--- src/rtl/rom_access_arbiter_if.sv ---
// Requester-side bus of the ROM access arbiter: request fields in,
// grant / burst status / tagged read data out.
interface rom_access_arbiter_if #(
  parameter int N_REQ  = 4,
  parameter int ADDR_W = 3,
  parameter int DATA_W = 8,
  parameter int LEN_W  = 3
) ();
  logic [N_REQ-1:0]        req;
  logic [N_REQ*ADDR_W-1:0] req_addr;
  logic [N_REQ*LEN_W-1:0]  req_len;
  logic [N_REQ-1:0]        gnt;
  logic                    busy;
  logic [DATA_W-1:0]       rd_data;
  logic [N_REQ-1:0]        rd_valid;
  logic                    rd_last;

  // Client side: drives requests, observes grant and returned data.
  modport master (
    output req, req_addr, req_len,
    input  gnt, busy, rd_data, rd_valid, rd_last
  );

  // Arbiter side.
  modport slave (
    input  req, req_addr, req_len,
    output gnt, busy, rd_data, rd_valid, rd_last
  );
endinterface

--- src/rtl/rom_access_arbiter.sv ---
// Round-robin arbiter and burst sequencer in front of a combinational
// single-port ROM. One requester owns the ROM per burst; each burst word is
// read through a registered address and returned as registered data tagged
// one-hot with the owner.
module rom_access_arbiter #(
  parameter int N_REQ  = 4,
  parameter int ADDR_W = 3,
  parameter int DATA_W = 8,
  parameter int LEN_W  = 3
) (
  input  logic                 clk,
  input  logic                 rst,
  rom_access_arbiter_if.slave  bus,
  output logic [ADDR_W-1:0]    rom_addr,
  input  logic [DATA_W-1:0]    rom_data
);

  localparam int IDX_W = (N_REQ > 1) ? $clog2(N_REQ) : 1;

  typedef enum logic {
    IDLE  = 1'b0,
    BURST = 1'b1
  } state_t;

  state_t              state_reg, state_next;
  logic [IDX_W-1:0]    ptr_reg, ptr_next;
  logic [IDX_W-1:0]    owner_reg, owner_next;
  logic [LEN_W-1:0]    remain_reg, remain_next;
  logic [ADDR_W-1:0]   addr_reg, addr_next;
  logic [N_REQ-1:0]    gnt_reg, gnt_next;
  logic                busy_reg, busy_next;
  logic [DATA_W-1:0]   rd_data_reg, rd_data_next;
  logic [N_REQ-1:0]    rd_valid_reg, rd_valid_next;
  logic                rd_last_reg, rd_last_next;

  // Per-requester views of the packed request fields.
  logic [ADDR_W-1:0]   addr_arr [N_REQ];
  logic [LEN_W-1:0]    len_arr  [N_REQ];

  // Requests rotated so that position 0 is the requester ptr points at;
  // rot_idx maps each rotated position back to a requester number.
  logic [IDX_W-1:0]    rot_idx [N_REQ];
  logic [N_REQ-1:0]    rot_req;

  logic                any_req;
  logic [IDX_W-1:0]    win_off;
  logic [IDX_W-1:0]    win_idx;

  generate
    for (genvar gi = 0; gi < N_REQ; gi++) begin : g_slice
      logic [IDX_W:0] rot_sum;

      assign addr_arr[gi] = bus.req_addr[gi*ADDR_W +: ADDR_W];
      assign len_arr[gi]  = bus.req_len[gi*LEN_W +: LEN_W];

      // (ptr + gi) mod N_REQ without a divider: both terms are < N_REQ.
      assign rot_sum     = {1'b0, ptr_reg} + (IDX_W+1)'(gi);
      assign rot_idx[gi] = (rot_sum >= (IDX_W+1)'(N_REQ))
                           ? IDX_W'(rot_sum - (IDX_W+1)'(N_REQ))
                           : rot_sum[IDX_W-1:0];
      assign rot_req[gi] = bus.req[rot_idx[gi]];
    end
  endgenerate

  // Lowest set bit of the rotated vector is the round-robin winner.
  always_comb begin
    any_req = |rot_req;
    win_off = '0;
    for (int k = N_REQ - 1; k >= 0; k--) begin
      if (rot_req[k]) begin
        win_off = IDX_W'(k);
      end
    end
  end

  assign win_idx = rot_idx[win_off];

  // Next-state and output decode for the IDLE/BURST sequencer.
  always_comb begin
    state_next    = state_reg;
    ptr_next      = ptr_reg;
    owner_next    = owner_reg;
    remain_next   = remain_reg;
    addr_next     = addr_reg;
    busy_next     = busy_reg;
    rd_data_next  = rd_data_reg;
    gnt_next      = '0;
    rd_valid_next = '0;
    rd_last_next  = 1'b0;

    case (state_reg)
      IDLE: begin
        // Requests are only evaluated here; anything raised during a burst
        // is picked up on this cycle.
        if (any_req) begin
          owner_next        = win_idx;
          addr_next         = addr_arr[win_idx];
          remain_next       = len_arr[win_idx];
          gnt_next[win_idx] = 1'b1;
          busy_next         = 1'b1;
          state_next        = BURST;
        end
      end

      BURST: begin
        // rom_data is the word at the current registered address.
        rd_data_next            = rom_data;
        rd_valid_next[owner_reg] = 1'b1;
        rd_last_next            = (remain_reg == '0);
        addr_next               = addr_reg + ADDR_W'(1);
        remain_next             = remain_reg - LEN_W'(1);
        if (remain_reg == '0) begin
          state_next = IDLE;
          busy_next  = 1'b0;
          ptr_next   = (owner_reg == IDX_W'(N_REQ - 1))
                       ? '0 : owner_reg + IDX_W'(1);
        end
      end

      default: begin
        state_next = IDLE;
      end
    endcase
  end

  // State and output registers; reset aborts any burst in flight.
  always_ff @(posedge clk) begin
    if (rst) begin
      state_reg    <= IDLE;
      ptr_reg      <= '0;
      owner_reg    <= '0;
      remain_reg   <= '0;
      addr_reg     <= '0;
      gnt_reg      <= '0;
      busy_reg     <= 1'b0;
      rd_data_reg  <= '0;
      rd_valid_reg <= '0;
      rd_last_reg  <= 1'b0;
    end else begin
      state_reg    <= state_next;
      ptr_reg      <= ptr_next;
      owner_reg    <= owner_next;
      remain_reg   <= remain_next;
      addr_reg     <= addr_next;
      gnt_reg      <= gnt_next;
      busy_reg     <= busy_next;
      rd_data_reg  <= rd_data_next;
      rd_valid_reg <= rd_valid_next;
      rd_last_reg  <= rd_last_next;
    end
  end

  assign rom_addr     = addr_reg;
  assign bus.gnt      = gnt_reg;
  assign bus.busy     = busy_reg;
  assign bus.rd_data  = rd_data_reg;
  assign bus.rd_valid = rd_valid_reg;
  assign bus.rd_last  = rd_last_reg;

endmodule

--- src/flat_wrapper.sv ---
// flat-port wrapper written by rule: the top's interface ports become plain ports
module rom_access_arbiter_flat 
#(
  parameter int N_REQ  = 4,
  parameter int ADDR_W = 3,
  parameter int DATA_W = 8,
  parameter int LEN_W  = 3
)
  (clk, rst, rom_addr, rom_data, bus_req, bus_req_addr, bus_req_len, bus_gnt, bus_busy, bus_rd_data, bus_rd_valid, bus_rd_last);
  rom_access_arbiter_if #(.N_REQ(N_REQ), .ADDR_W(ADDR_W), .DATA_W(DATA_W), .LEN_W(LEN_W)) bus_i ();
  input  logic clk;
  input  logic rst;
  output logic [ADDR_W-1:0] rom_addr;
  input  logic [DATA_W-1:0] rom_data;
  input wire logic [$bits(bus_i.req)-1:0] bus_req;
  input wire logic [$bits(bus_i.req_addr)-1:0] bus_req_addr;
  input wire logic [$bits(bus_i.req_len)-1:0] bus_req_len;
  output wire logic [$bits(bus_i.gnt)-1:0] bus_gnt;
  output wire logic [$bits(bus_i.busy)-1:0] bus_busy;
  output wire logic [$bits(bus_i.rd_data)-1:0] bus_rd_data;
  output wire logic [$bits(bus_i.rd_valid)-1:0] bus_rd_valid;
  output wire logic [$bits(bus_i.rd_last)-1:0] bus_rd_last;
  assign bus_i.req = bus_req;
  assign bus_i.req_addr = bus_req_addr;
  assign bus_i.req_len = bus_req_len;
  assign bus_gnt = bus_i.gnt;
  assign bus_busy = bus_i.busy;
  assign bus_rd_data = bus_i.rd_data;
  assign bus_rd_valid = bus_i.rd_valid;
  assign bus_rd_last = bus_i.rd_last;
  rom_access_arbiter #(.N_REQ(N_REQ), .ADDR_W(ADDR_W), .DATA_W(DATA_W), .LEN_W(LEN_W)) u_core (.clk(clk), .rst(rst), .bus(bus_i), .rom_addr(rom_addr), .rom_data(rom_data));
endmodule
--- config.mk ---
export PLATFORM = sky130hd
export DESIGN_NAME = rom_access_arbiter_flat
export DESIGN_NICKNAME = d
export VERILOG_FILES = /design/src/rtl/rom_access_arbiter_if.sv /design/src/rtl/rom_access_arbiter.sv /design/src/flat_wrapper.sv
export SDC_FILE = /design/constraint.sdc
export NUM_CORES = 1
export LEC_CHECK = 0
export ABC_AREA = 1
export ABC_CLOCK_PERIOD_IN_PS = 1600
export CORE_MARGIN = 2
export CORE_UTILIZATION = 30
export DETAILED_ROUTE_END_ITERATION = 8
export SLEW_MARGIN = 20
export SYNTH_ARGS = -nofsm -noshare
export SYNTH_HDL_FRONTEND = slang
export SYNTH_SLANG_ARGS = --single-unit
--- constraint.sdc ---
create_clock -name clk -period 1.6 [get_ports clk]
set_clock_uncertainty 0.1 [all_clocks]
set_input_delay 0.32 -clock clk [delete_from_list [all_inputs] [get_ports clk]]
set_output_delay 0.32 -clock clk [all_outputs]
set_load 0.03 [all_outputs]
==> tab_implementation.tex <==
\begin{tabular}{lr}
\hline
Metric & Value \\
\hline
\multicolumn{2}{l}{\textbf{Global routing}} \\
\quad Aggregate global routing overflow & 0 \\
\quad Pin count of the biggest net entering global routing & 14 \\
\quad Via count of the first global-routing pass & approximately 1900 \\
\quad Total global routing track utilization & 16.2\% \\
\quad Wire length of the first global-routing pass & just over 8000 µm \\
\quad Number of antenna violations at the first check in global routing & 0 \\
\multicolumn{2}{l}{\textbf{Setup path}} \\
\quad Critical register-to-register path endpoint & u\_core.bus.gnt[0] \\
\quad Category of the worst setup path launch point & flip-flop \\
\quad Category of the worst setup path capture point & flip-flop \\
\quad Crit Path Max Fanout & 8 \\
\quad Number of cells traversed by the worst register-to-register path & 14 \\
\quad Worst reg-to-reg setup slack & -0.30 ns \\
\quad Worst reg2reg startpoint & u\_core.ptr\_reg[0] \\
\quad Start-to-end type of the worst setup path & reg -> reg \\
\quad CP Data Required Time & roughly 1.7 ns \\
\quad Worst endpoint data arrival time & $\sim$2.0 ns \\
\multicolumn{2}{l}{\textbf{Worst hold path}} \\
\quad Hold worst-path end & u\_core.bus.busy \\
\quad Worst Hold Launch & u\_core.bus.busy \\
\quad Hold Crit Class & reg -> reg \\
\quad Worst hold path depth & 2 \\
\multicolumn{2}{l}{\textbf{Layout}} \\
\quad Layout Cell Area excl Fill & between 0.002 and 0.003 mm² \\
\quad Area occupied by multi-input gates & about 0.0012 mm² \\
\quad Net count of the finished layout & 390 \\
\quad Area Overhead vs Synth & 72.3\% \\
\quad Sequential cell area & between 500 and 600 µm² \\
\quad Share of final-layout standard cells stronger than drive strength 1 & approximately a third \\
\quad Count of filler cells inserted in the layout & approximately 520 \\
\quad Number of inserted diodes & 0 \\
\quad Max reg flops & 8 \\
\multicolumn{2}{l}{\textbf{Synth}} \\
\quad Xor-xnor portion of the synthesized cell area & less than 1\% \\
\quad Library cells used by synthesis & 23 \\
\quad Yosys warning count & 0 \\
\quad Largest family of logic cells by synthesized area & simple AND/OR/NAND/NOR gates \\
\quad Flops \& latches, synth & 29 \\
\quad Avg Synthesized Cell Area & roughly 7 µm² \\
\quad Simple-gate area share of the yosys netlist & between 40\% and 50\% \\
\quad Synthesized Nets & just under 300 \\
\quad Synthesized-area fraction occupied by adder cells & around 5\% \\
\quad Compound-gate portion of the synthesized area & between 8 and 9\% \\
\quad Seq/Total Area, Yosys & about 33\% \\
\quad Mapped Area & 0.00174 mm² \\
\quad Post-Synthesis Cells & between 200 and 250 \\
\quad Fraction of synthesized area in multiplexers & 0\% \\
\multicolumn{2}{l}{\textbf{Timing}} \\
\quad Setup repair after global routing missed its margin & yes \\
\quad Worst-Margin Slew & $\sim$0.32 ns \\
\quad Highest achievable clock rate & $\sim$530 MHz \\
\quad Number of pins exceeding their max-slew limit in the final report & 0 \\
\quad Count of final setup violators & 13 \\
\quad Max-slew headroom & between 70\% and 80\% \\
\quad Setup TNS after final layout & -3.07 ns \\
\quad Portion of the clock cycle consumed by the worst path in the final layout & 118\% \\
\quad Slack of the critical path & -0.296 ns \\
\quad Number of hold violations in the final report & 0 \\
\quad Post-route minimum period & 1.90 ns \\
\multicolumn{2}{l}{\textbf{Route}} \\
\quad Post-route DRC & 0 \\
\quad Drt initial violations & a little over 60 \\
\quad Final Routed Wirelength & about 4800 µm \\
\quad Length of the first detailed-routing pass in iterations & 4 \\
\quad Number of vias per cell & about 4.5 \\
\quad Via count & 1876 \\
\quad Wire per inst & $\sim$11 µm \\
\quad Residual antenna-violating net count after detailed routing & 0 \\
\multicolumn{2}{l}{\textbf{Die}} \\
\quad Effective utilization at floorplan & between 30\% and 40\% \\
\quad Floorplan core area & roughly 0.0055 mm² \\
\quad Width of the die & 80.1 µm \\
\quad Die Footprint & $\sim$0.0064 mm² \\
\quad I/O pin cnt & roughly 60 \\
\quad Num rows & 27 \\
\quad Die Y & between 80 and 90 µm \\
\multicolumn{2}{l}{\textbf{Pwr}} \\
\quad Total power divided by cell area & 2030 mW/mm² \\
\quad Largest voltage drop on the vdd net & approximately 1000 µV \\
\quad Leakage dissipation & $\sim$1.4 nW \\
\quad Overall power of the completed layout & 6.08 mW \\
\multicolumn{2}{l}{\textbf{Placement}} \\
\quad Total placed instance area & roughly 0.0025 mm² \\
\quad GP Congestion & 0.747 \\
\quad Detailed Place HPWL & between 3000 and 4000 µm \\
\quad Count of buffers inserted at the top-level ports & 58 \\
\multicolumn{2}{l}{\textbf{Clock network}} \\
\quad Clock latency on the worst-skew pair & between 0.2 and 0.3 ns \\
\quad Clock-pin slew reported for the worst setup and hold paths after clock tree synthesis & about 0.06 ns \\
\quad Longest Clk Path Bufs & 2 \\
\quad Number of sinks on the clock net & 29 \\
\quad Cts bufs inserted & 5 \\
\quad Clock tree from TritonCTS & yes \\
\quad Root cell of the clock tree & sky130\_fd\_sc\_hd\_\_clkbuf\_8 \\
\quad Deepest level of the CTS H-tree & 2 \\
\multicolumn{2}{l}{\textbf{Status}} \\
\quad Violations in the final reports & setup timing \\
\quad Status & complete, but fails checks \\
\multicolumn{2}{l}{\textbf{Job}} \\
\quad Max capacitance violation total & 0 \\
\hline
\end{tabular}
[worst max-delay path, stage by stage, from the launching register on]
cell	delay [ns]
sky130_fd_sc_hd__dfxtp_4	0.38
sky130_fd_sc_hd__inv_8	0.10
sky130_fd_sc_hd__nand2_2	0.06
sky130_fd_sc_hd__nand2_4	0.09
sky130_fd_sc_hd__nand2_4	0.05
sky130_fd_sc_hd__nand2_2	0.06
sky130_fd_sc_hd__nand2_2	0.06
sky130_fd_sc_hd__nand2_4	0.12
sky130_fd_sc_hd__buf_12	0.12
sky130_fd_sc_hd__nand3_2	0.10
sky130_fd_sc_hd__nand3_2	0.12
sky130_fd_sc_hd__nand2_4	0.08
sky130_fd_sc_hd__buf_4	0.15
sky130_fd_sc_hd__buf_6	0.11
sky130_fd_sc_hd__nor2_2	0.11
[layout make-up]
class                           instances  area share (%)
Multi-Input combinational cell        190            41.1
Timing Repair Buffer                   99            30.5
Clock buffer                            7            2.89
Sequential cell                        29            19.7
Inverter                               20            2.85
Tap cell                               72            3.01
[layer usage]
metal	global-route usage, %	share of wire [%]
met1	19.8	45
met2	28.2	49
met3	3.48	5.2
met4	4.75	0.75
met5	0	0
[cells in the mapped netlist, drive strengths merged]
cell type	instances	area, µm²
a21oi	8	47.6
buf	7	73.8
clkbuf	2	7.51
dfxtp	29	581
ha	7	87.6
inv	20	82.6
nand2	78	348
nand3	44	265
nor2	31	126
o21ai	20	100
o31ai	1	7.51
xnor2	1	8.76
[report_power, final]
group	switching, mW	internal, mW	total [mW]
sequential	0.139	0.946	1.09
combinational	2.46	1.94	4.40
clock	0.248	0.340	0.588
total	2.85	3.23	6.08
[stage by stage]
stage	util (%)	std cells	hold slack, ns	worst slack, ns
6_report	54.0	417	0.372	-0.296
5_1_grt	54.0	417	0.415	-0.437
3_3_place_gp	45.6	394	0.354	-0.552
2_1_floorplan	-	248	0.289	-0.0907
3_5_place_dp	45.6	394	0.372	-0.597
4_1_cts	51.2	409	0.381	-0.237
[worst max path at each step]
| stage | slack, ns | to | cells after the start | startpoint |
|---|---|---|---|---|
| 6_report | -0.30 | u_core.bus.gnt[0] | 14 | u_core.ptr_reg[0] |
| 5_1_grt | -0.44 | u_core.rom_addr[2] | 15 | u_core.ptr_reg[0] |
| 4_1_cts | -0.24 | u_core.rom_addr[2] | 15 | u_core.ptr_reg[0] |
| 3_5_place_dp | -0.60 | u_core.rom_addr[0] | 15 | bus_req[1] |
| 3_3_place_gp | -0.55 | u_core.rom_addr[2] | 15 | bus_req[2] |
| 2_1_floorplan | -0.09 | u_core.remain_reg[2] | 17 | u_core.ptr_reg[0] |
[cell usage in the layout (no fill, tap or decap), types with 2 or more instances in the layout]
| cell | n |
|---|---|
| sky130_fd_sc_hd__nand2_8 | 3 |
| sky130_fd_sc_hd__nand2_2 | 12 |
| sky130_fd_sc_hd__a21oi_1 | 3 |
| sky130_fd_sc_hd__a21oi_2 | 5 |
| sky130_fd_sc_hd__ha_1 | 7 |
| sky130_fd_sc_hd__nand3_4 | 4 |
| sky130_fd_sc_hd__clkbuf_8 | 6 |
| sky130_fd_sc_hd__buf_6 | 8 |
| sky130_fd_sc_hd__nor2_4 | 3 |
| sky130_fd_sc_hd__nor2_2 | 2 |
| sky130_fd_sc_hd__nand3_1 | 22 |
| sky130_fd_sc_hd__dfxtp_4 | 2 |
| sky130_fd_sc_hd__nand2_1 | 51 |
| sky130_fd_sc_hd__dlygate4sd2_1 | 25 |
| sky130_fd_sc_hd__buf_4 | 31 |
| sky130_fd_sc_hd__dfxtp_1 | 27 |
| sky130_fd_sc_hd__o21ai_0 | 19 |
| sky130_fd_sc_hd__buf_12 | 2 |
| sky130_fd_sc_hd__nand2_4 | 12 |
| sky130_fd_sc_hd__nor2_1 | 26 |
| sky130_fd_sc_hd__clkdlybuf4s50_1 | 33 |
| sky130_fd_sc_hd__inv_1 | 17 |
| sky130_fd_sc_hd__nand3_2 | 18 |
[cell families (layout without fill, tap and decap cells)]
| group | count (synthesis) | count (layout) |
|---|---|---|
| and+or+nand+nor | 153 | 153 |
| buffers and inverters | 29 | 126 |
| AOI/OAI and AO/OA | 29 | 29 |
| xor gates and xnor gates | 1 | 1 |
| adders and majority gates | 7 | 7 |
| DFF | 29 | 29 |
[timing repair]
item | 4_1_cts | 5_1_grt
pin swaps | 23 | 10
setup endpoints to repair | 35 | 14
cloned | 1 | 0
hold buffers | 0 | 0
setup buffers | 9 | 8
gates resized for setup | 77 | 19
No activity file was read; power rests on OpenSTA's default activity.
